## config.mk

```make
export PLATFORM = sky130hd
export DESIGN_NAME = rect_fill_arbiter
export DESIGN_NICKNAME = d
export VERILOG_FILES = /design/src/rtl/rect_fill_arbiter.sv
export SDC_FILE = /design/constraint.sdc
export NUM_CORES = 1
export LEC_CHECK = 0
export BUFFER_PORTS_ARGS = -buffer_cell sky130_fd_sc_hd__buf_2
export CAP_MARGIN = 20
export CORE_UTILIZATION = 45
export CTS_CLUSTER_DIAMETER = 80
export DETAILED_ROUTE_END_ITERATION = 10
export GPL_TIMING_DRIVEN = 0
export PLACE_DENSITY = 0.73
export SLEW_MARGIN = 20
export SYNTH_ARGS = -nofsm -noshare
export SYNTH_HDL_FRONTEND = slang
export SYNTH_SLANG_ARGS = --single-unit
```

## constraint.sdc

```tcl
create_clock -name clk -period 8.34 [get_ports clk]
set_input_delay 1.668 -clock clk [delete_from_list [all_inputs] [get_ports clk]]
set_output_delay 1.668 -clock clk [all_outputs]
set_load 0.01 [all_outputs]
```

## src/rtl/rect_fill_arbiter.sv

```systemverilog
// rect_fill_arbiter: round-robin arbiter that clips and rasterises solid rectangles onto one frame-buffer write port
// Ports:
//   clk, rst            clock; asynchronous active-low reset
//   req_i               per-requester draw request, held until ack_o
//   rect_x_i/rect_y_i   packed top-left corner per requester (8/7 bits each)
//   rect_w_i/rect_h_i   packed size per requester (8/7 bits each)
//   rect_color_i        packed fill colour per requester
//   draw_enable_i       writes allowed this cycle; low stalls rasterisation
//   ack_o               one-cycle completion pulse to the granted requester
//   busy_o              an operation is in flight
//   wr_en_o/wr_addr_o/wr_data_o  registered frame-buffer write port
module rect_fill_arbiter #(
    parameter int NUM_REQ   = 4,
    parameter int FB_WIDTH  = 160,
    parameter int FB_HEIGHT = 120,
    parameter int ADDR_W    = 15,
    parameter int COLOR_W   = 24
) (
    input  logic                       clk,
    input  logic                       rst,
    input  logic [NUM_REQ-1:0]         req_i,
    input  logic [NUM_REQ*8-1:0]       rect_x_i,
    input  logic [NUM_REQ*7-1:0]       rect_y_i,
    input  logic [NUM_REQ*8-1:0]       rect_w_i,
    input  logic [NUM_REQ*7-1:0]       rect_h_i,
    input  logic [NUM_REQ*COLOR_W-1:0] rect_color_i,
    input  logic                       draw_enable_i,
    output logic [NUM_REQ-1:0]         ack_o,
    output logic                       busy_o,
    output logic                       wr_en_o,
    output logic [ADDR_W-1:0]          wr_addr_o,
    output logic [COLOR_W-1:0]         wr_data_o
);
    localparam int GW = NUM_REQ > 1 ? $clog2(NUM_REQ) : 1;
    localparam logic [8:0] X_MAX = 9'(FB_WIDTH);
    localparam logic [7:0] Y_MAX = 8'(FB_HEIGHT);

    // ARB is the one-cycle gap between sampling requests and loading operands
    typedef enum logic [2:0] {IDLE, ARB, LOAD, FILL, DONE} state_t;

    state_t              state_q, state_d;
    logic [GW-1:0]       grant_q, grant_d, last_q, last_d, pick_lo, pick_hi;
    logic                hi_found;
    logic [7:0]          x_q, x_d, cx_q, cx_d, sx, sw;
    logic [6:0]          cy_q, cy_d, sy, sh;
    logic [8:0]          xe_q, xe_d, xsum;
    logic [7:0]          ye_q, ye_d, ysum;
    logic [COLOR_W-1:0]  color_q, color_d, sc, wr_data_q, wr_data_d;
    logic [NUM_REQ-1:0]  ack_q, ack_d;
    logic                busy_q, busy_d, wr_en_q, wr_en_d;
    logic [ADDR_W-1:0]   wr_addr_q, wr_addr_d;
    logic                empty, row_end, last_row;

    // Round-robin: lowest requester above last_q wins, else lowest overall
    always_comb begin
        pick_lo  = '0;
        pick_hi  = '0;
        hi_found = 1'b0;
        for (int i = NUM_REQ - 1; i >= 0; i--) begin
            if (req_i[i]) pick_lo = GW'(i);
            if (req_i[i] && i > int'(last_q)) begin
                pick_hi  = GW'(i);
                hi_found = 1'b1;
            end
        end
    end

    // Operand mux for the granted requester
    always_comb begin
        sx = '0;
        sy = '0;
        sw = '0;
        sh = '0;
        sc = '0;
        for (int i = 0; i < NUM_REQ; i++) begin
            if (grant_q == GW'(i)) begin
                sx = rect_x_i[8*i +: 8];
                sy = rect_y_i[7*i +: 7];
                sw = rect_w_i[8*i +: 8];
                sh = rect_h_i[7*i +: 7];
                sc = rect_color_i[COLOR_W*i +: COLOR_W];
            end
        end
    end

    // Clip against the screen with widened sums so x+w / y+h cannot wrap
    assign xsum     = {1'b0, sx} + {1'b0, sw};
    assign ysum     = {1'b0, sy} + {1'b0, sh};
    assign empty    = ({1'b0, sx} >= X_MAX) | ({1'b0, sy} >= Y_MAX) | (sw == 8'd0) | (sh == 7'd0);
    assign row_end  = {1'b0, cx_q} == xe_q - 9'd1;
    assign last_row = {1'b0, cy_q} == ye_q - 8'd1;

    always_comb begin
        state_d   = state_q;
        grant_d   = grant_q;
        last_d    = last_q;
        x_d       = x_q;
        xe_d      = xe_q;
        ye_d      = ye_q;
        cx_d      = cx_q;
        cy_d      = cy_q;
        color_d   = color_q;
        ack_d     = '0;
        busy_d    = busy_q;
        wr_en_d   = 1'b0;
        wr_addr_d = wr_addr_q;
        wr_data_d = wr_data_q;
        case (state_q)
            IDLE: begin
                busy_d = 1'b0;
                if (|req_i) begin
                    grant_d = hi_found ? pick_hi : pick_lo;
                    state_d = ARB;
                end
            end
            ARB: begin
                busy_d  = 1'b1;
                state_d = LOAD;
            end
            LOAD: begin
                x_d     = sx;
                xe_d    = xsum > X_MAX ? X_MAX : xsum;
                ye_d    = ysum > Y_MAX ? Y_MAX : ysum;
                cx_d    = sx;
                cy_d    = sy;
                color_d = sc;
                state_d = empty ? DONE : FILL;
            end
            FILL: begin
                if (draw_enable_i) begin
                    wr_en_d   = 1'b1;
                    // row*160 as (row<<7)+(row<<5)
                    wr_addr_d = ADDR_W'({cy_q, 7'b0}) + ADDR_W'({cy_q, 5'b0}) + ADDR_W'(cx_q);
                    wr_data_d = color_q;
                    cx_d      = row_end ? x_q : cx_q + 8'd1;
                    cy_d      = row_end ? cy_q + 7'd1 : cy_q;
                    state_d   = row_end && last_row ? DONE : FILL;
                end
            end
            DONE: begin
                ack_d[grant_q] = 1'b1;
                last_d         = grant_q;
                state_d        = IDLE;
            end
            default: state_d = IDLE;
        endcase
    end

    always_ff @(posedge clk or negedge rst) begin
        if (!rst) begin
            state_q   <= IDLE;
            grant_q   <= '0;
            last_q    <= GW'(NUM_REQ - 1);
            x_q       <= '0;
            xe_q      <= '0;
            ye_q      <= '0;
            cx_q      <= '0;
            cy_q      <= '0;
            color_q   <= '0;
            ack_q     <= '0;
            busy_q    <= 1'b0;
            wr_en_q   <= 1'b0;
            wr_addr_q <= '0;
            wr_data_q <= '0;
        end else begin
            state_q   <= state_d;
            grant_q   <= grant_d;
            last_q    <= last_d;
            x_q       <= x_d;
            xe_q      <= xe_d;
            ye_q      <= ye_d;
            cx_q      <= cx_d;
            cy_q      <= cy_d;
            color_q   <= color_d;
            ack_q     <= ack_d;
            busy_q    <= busy_d;
            wr_en_q   <= wr_en_d;
            wr_addr_q <= wr_addr_d;
            wr_data_q <= wr_data_d;
        end
    end

    assign ack_o     = ack_q;
    assign busy_o    = busy_q;
    assign wr_en_o   = wr_en_q;
    assign wr_addr_o = wr_addr_q;
    assign wr_data_o = wr_data_q;
endmodule

```

==> run_results.csv <==
group,metric,value,unit
outcome,run_status,"finished, final reports clean",
finish,area_delta_synth_final,29.4,%
placed_design,post-dp-hpwl,17200,um
power_and_ir_drop,powerDensity,424,nW/um^2
sta,max_freq,0.227,GHz
cts,holdBufCountCts,0,
routing,finalWirelength,21800,um
routing,vias,7066,
cts,clk_path_buf_depth,2,
sta,max-slew-margin-rel,38.2,%
floorplanning,die_width,132,um
cts,h-tree-depth,4,
power_and_ir_drop,irDropWorstVdd,0.215,mV
sta,layout_min_cycle_time,4.41,ns
cts,cts_buffers,17,
cts,cts_tree,"built",
sta,worst_clock_skew,0.00685,ns
finish,multi_input_area,4450,sq um
global_route,grt_pass1_vias,6875,
flow_run,drv_cap,0,
cts,cts_sinks,116,
synth,synth-warning-count,0,
synth,synthesis.nets,1026,
power_and_ir_drop,switching_share,42.8,%
synth,synth-edff-count,0,
synth,syn_area,7630,sq um
routing,first_iter_violations,459,
global_route,grt_max_degree,64,
finish,final_common_cell,"buf_2",
setup_path,r2r.worst_path.cells,15,
synth,ys_seq_elements,116,
setup_path,end_kind,"register",
setup_path,crit-reg2reg-capture,"xe_q[0]",
synth,synth.distinct_cells,65,
placed_design,dpl_worst_slack,3.92,ns
sta,slew_viol_final,0,
finish,antenna_cells,0,
power_and_ir_drop,p_clk_share,17.8,%
routing,postRouteAntennaNets,0,
floorplanning,num_io_pins,268,
sta,rsz0062_at_grt,"no",
global_route,globalRouteOverflowTotal,0,
synth,synthArstFlopShare,100,%
power_and_ir_drop,p_sw,0.00179,W
cts,cts_root_buf,"clkbuf_16",
sta,setup_viol,0,
sta,setup_ws,3.93,ns
cts,cts_setup_buffers,0,
sta,finalHoldViolCount,0,
routing,first_pass_iters,5,
setup_path,path_class,"reg -> reg",
floorplanning,dieArea,17500,sq um
routing,post-route-drc-count,0,
routing,wl_per_cell,16.9,um
synth,avgSynthCellArea,9.92,sq um
floorplanning,initial_core_util,46.0,%
routing,viasPerCell,5.49,
synth,ys.flop_type,"dfrtp_1",
setup_path,regToRegSetupSlack,3.93,ns
setup_path,arrival,4.69,ns
floorplanning,die_y,132,um
floorplanning,core,16600,sq um
finish,drive_gt1_share,34.9,%
cts,ctsResizeCount,0,
finish,layout_common_cells,"buf_2 (273), nand2_1 (214), dfrtp_1 (114)",
setup_path,cp.required,8.61,ns
sta,fin_setup_tns,0,ns
hold_path,hold_start,"wr_addr_o[5]",
power_and_ir_drop,power_frac_comb,57.8,%
global_route,grt_pass1_wl,35200,um
cts,path_clk_slew,0.05,ns
global_route,grt_usage,25.8,%
finish,regArea,2910,sq um
cts,clock_latency,0.41,ns
sta,worst_pin_slew,0.915,ns
synth,seq_area_frac_synth,38.1,%
global_route,antenna_found_initial,0,
power_and_ir_drop,p_int,0.00240,W
placed_design,routabilityCongestion,0.853,
hold_path,whs_path_depth,2,
finish,fill_cells,1476,
floorplanning,std_cell_rows,47,
setup_path,start_kind,"register",
setup_path,r2r_start,"grant_q[1]",
hold_path,whs_endpoint,"wr_addr_o[5]",
power_and_ir_drop,seq_power_share,24.4,%
placed_design,portBuffers,267,
hold_path,hp-class,"reg -> reg",
sta,fin_crit_sh,52.9,%
synth,netlist_instances,769,
setup_path,path_max_fanout,10,
finish,num-nets-final,1313,
power_and_ir_drop,p_leak,4.80,nW
==> synthesized netlist by cell type, types with 10 or more instances <==
| library cell | n | share of area, % |
|---|---|---|
| mux4_2 | 54 | 16 |
| o21a_1 | 10 | 0.98 |
| clkbuf_1 | 33 | 1.6 |
| nand3_1 | 12 | 0.79 |
| mux2i_1 | 13 | 1.7 |
| o21ai_0 | 23 | 1.5 |
| nand2_1 | 214 | 11 |
| ha_1 | 30 | 4.9 |
| nor2_1 | 21 | 1.0 |
| dfrtp_1 | 114 | 37 |
| xor2_1 | 12 | 1.4 |
| xnor2_1 | 27 | 3.1 |
| a21oi_1 | 27 | 1.8 |
| inv_1 | 22 | 1.1 |
==> final cells by class <==
class,instances,area share (%)
inverter,22,0.837
clock inverter,11,1.62
tap,220,2.79
multi-input combinational,585,45.1
sequential,116,29.4
buffer,46,1.91
clock buffer,20,4.43
timing repair buffer,268,13.9
==> sequential cells by signal, summed over array words and instances (netlist names) <==
signal and cells:
color_q 24, wr_data_o 24, wr_addr_o 15, xe_q 9, cx_q 8, x_q 8
ye_q 8, cy_q 7, ack_o 4, state_q 3, grant_q 2, last_q 2
busy_o 1, wr_en_o 1
==> power groups by stage <==
stage	Combinational (W)	Sequential, W	Clock, W
floorplan	0.00178	0.00102	0
global placement	0.00236	0.00102	0
detailed placement	0.00241	0.00102	0
CTS	0.00243	0.00102	0.000749
global route	0.00270	0.00106	0.000777
finish	0.00242	0.00102	0.000743
==> metrics by stage <==
| step | total power (W) | hold slack, ns | cell area, sq um | cells | util, % |
|---|---|---|---|---|---|
| global route | 0.00453 | 0.476 | 9870 | 1288 | 59.5 |
| floorplan | 0.00280 | 0.439 | 7630 | 769 | - |
| CTS | 0.00420 | 0.465 | 9870 | 1288 | 59.5 |
| global placement | 0.00338 | 0.446 | 9240 | 1256 | 55.7 |
| finish | 0.00418 | 0.465 | 9870 | 1288 | 59.5 |
| detailed placement | 0.00344 | 0.451 | 9270 | 1257 | 55.9 |
==> worst max-delay path, cell delays in order (launching register included) <==
cell and delay [ns]:
dfrtp_1 0.33, clkbuf_1 0.33, clkbuf_1 0.49, buf_1 0.66, mux4_2 0.49, ha_1 0.26
inv_1 0.07, fa_1 0.20, inv_1 0.05, maj3_2 0.32, a211oi_2 0.24, a2bb2oi_2 0.20
xnor2_1 0.22, nor2_1 0.11, o21ai_2 0.20, o22ai_1 0.11
==> layer usage <==
layer  part of all wire, %  global-route usage [%]
met3                   5.9                    6.11
met2                    50                    43.4
met4                   1.1                    5.94
met5                     0                       0
met1                    43                    33.9
==> how the worst max path moves through the flow <==
| stage | depth (start not counted) | slack [ns] | endpoint | start |
|---|---|---|---|---|
| floorplan | 12 | 4.30 | xe_q[0] | rect_x_i[24] |
| global placement | 13 | 3.96 | xe_q[0] | rect_x_i[24] |
| detailed placement | 15 | 3.92 | xe_q[1] | grant_q[1] |
| CTS | 15 | 3.91 | xe_q[1] | grant_q[1] |
| global route | 15 | 3.63 | xe_q[1] | grant_q[1] |
| finish | 15 | 3.93 | xe_q[0] | grant_q[1] |
==> kinds of logic after synthesis <==
| kind of cell | synth area share [%] |
|---|---|
| compound gates | 11.6 |
| xor+xnor | 4.69 |
| fa+ha+maj | 6.40 |
| buf+inv | 3.56 |
| flops | 38.1 |
| mux | 17.9 |
| simple gates | 17.7 |
Power figures use the tool's default switching activity.
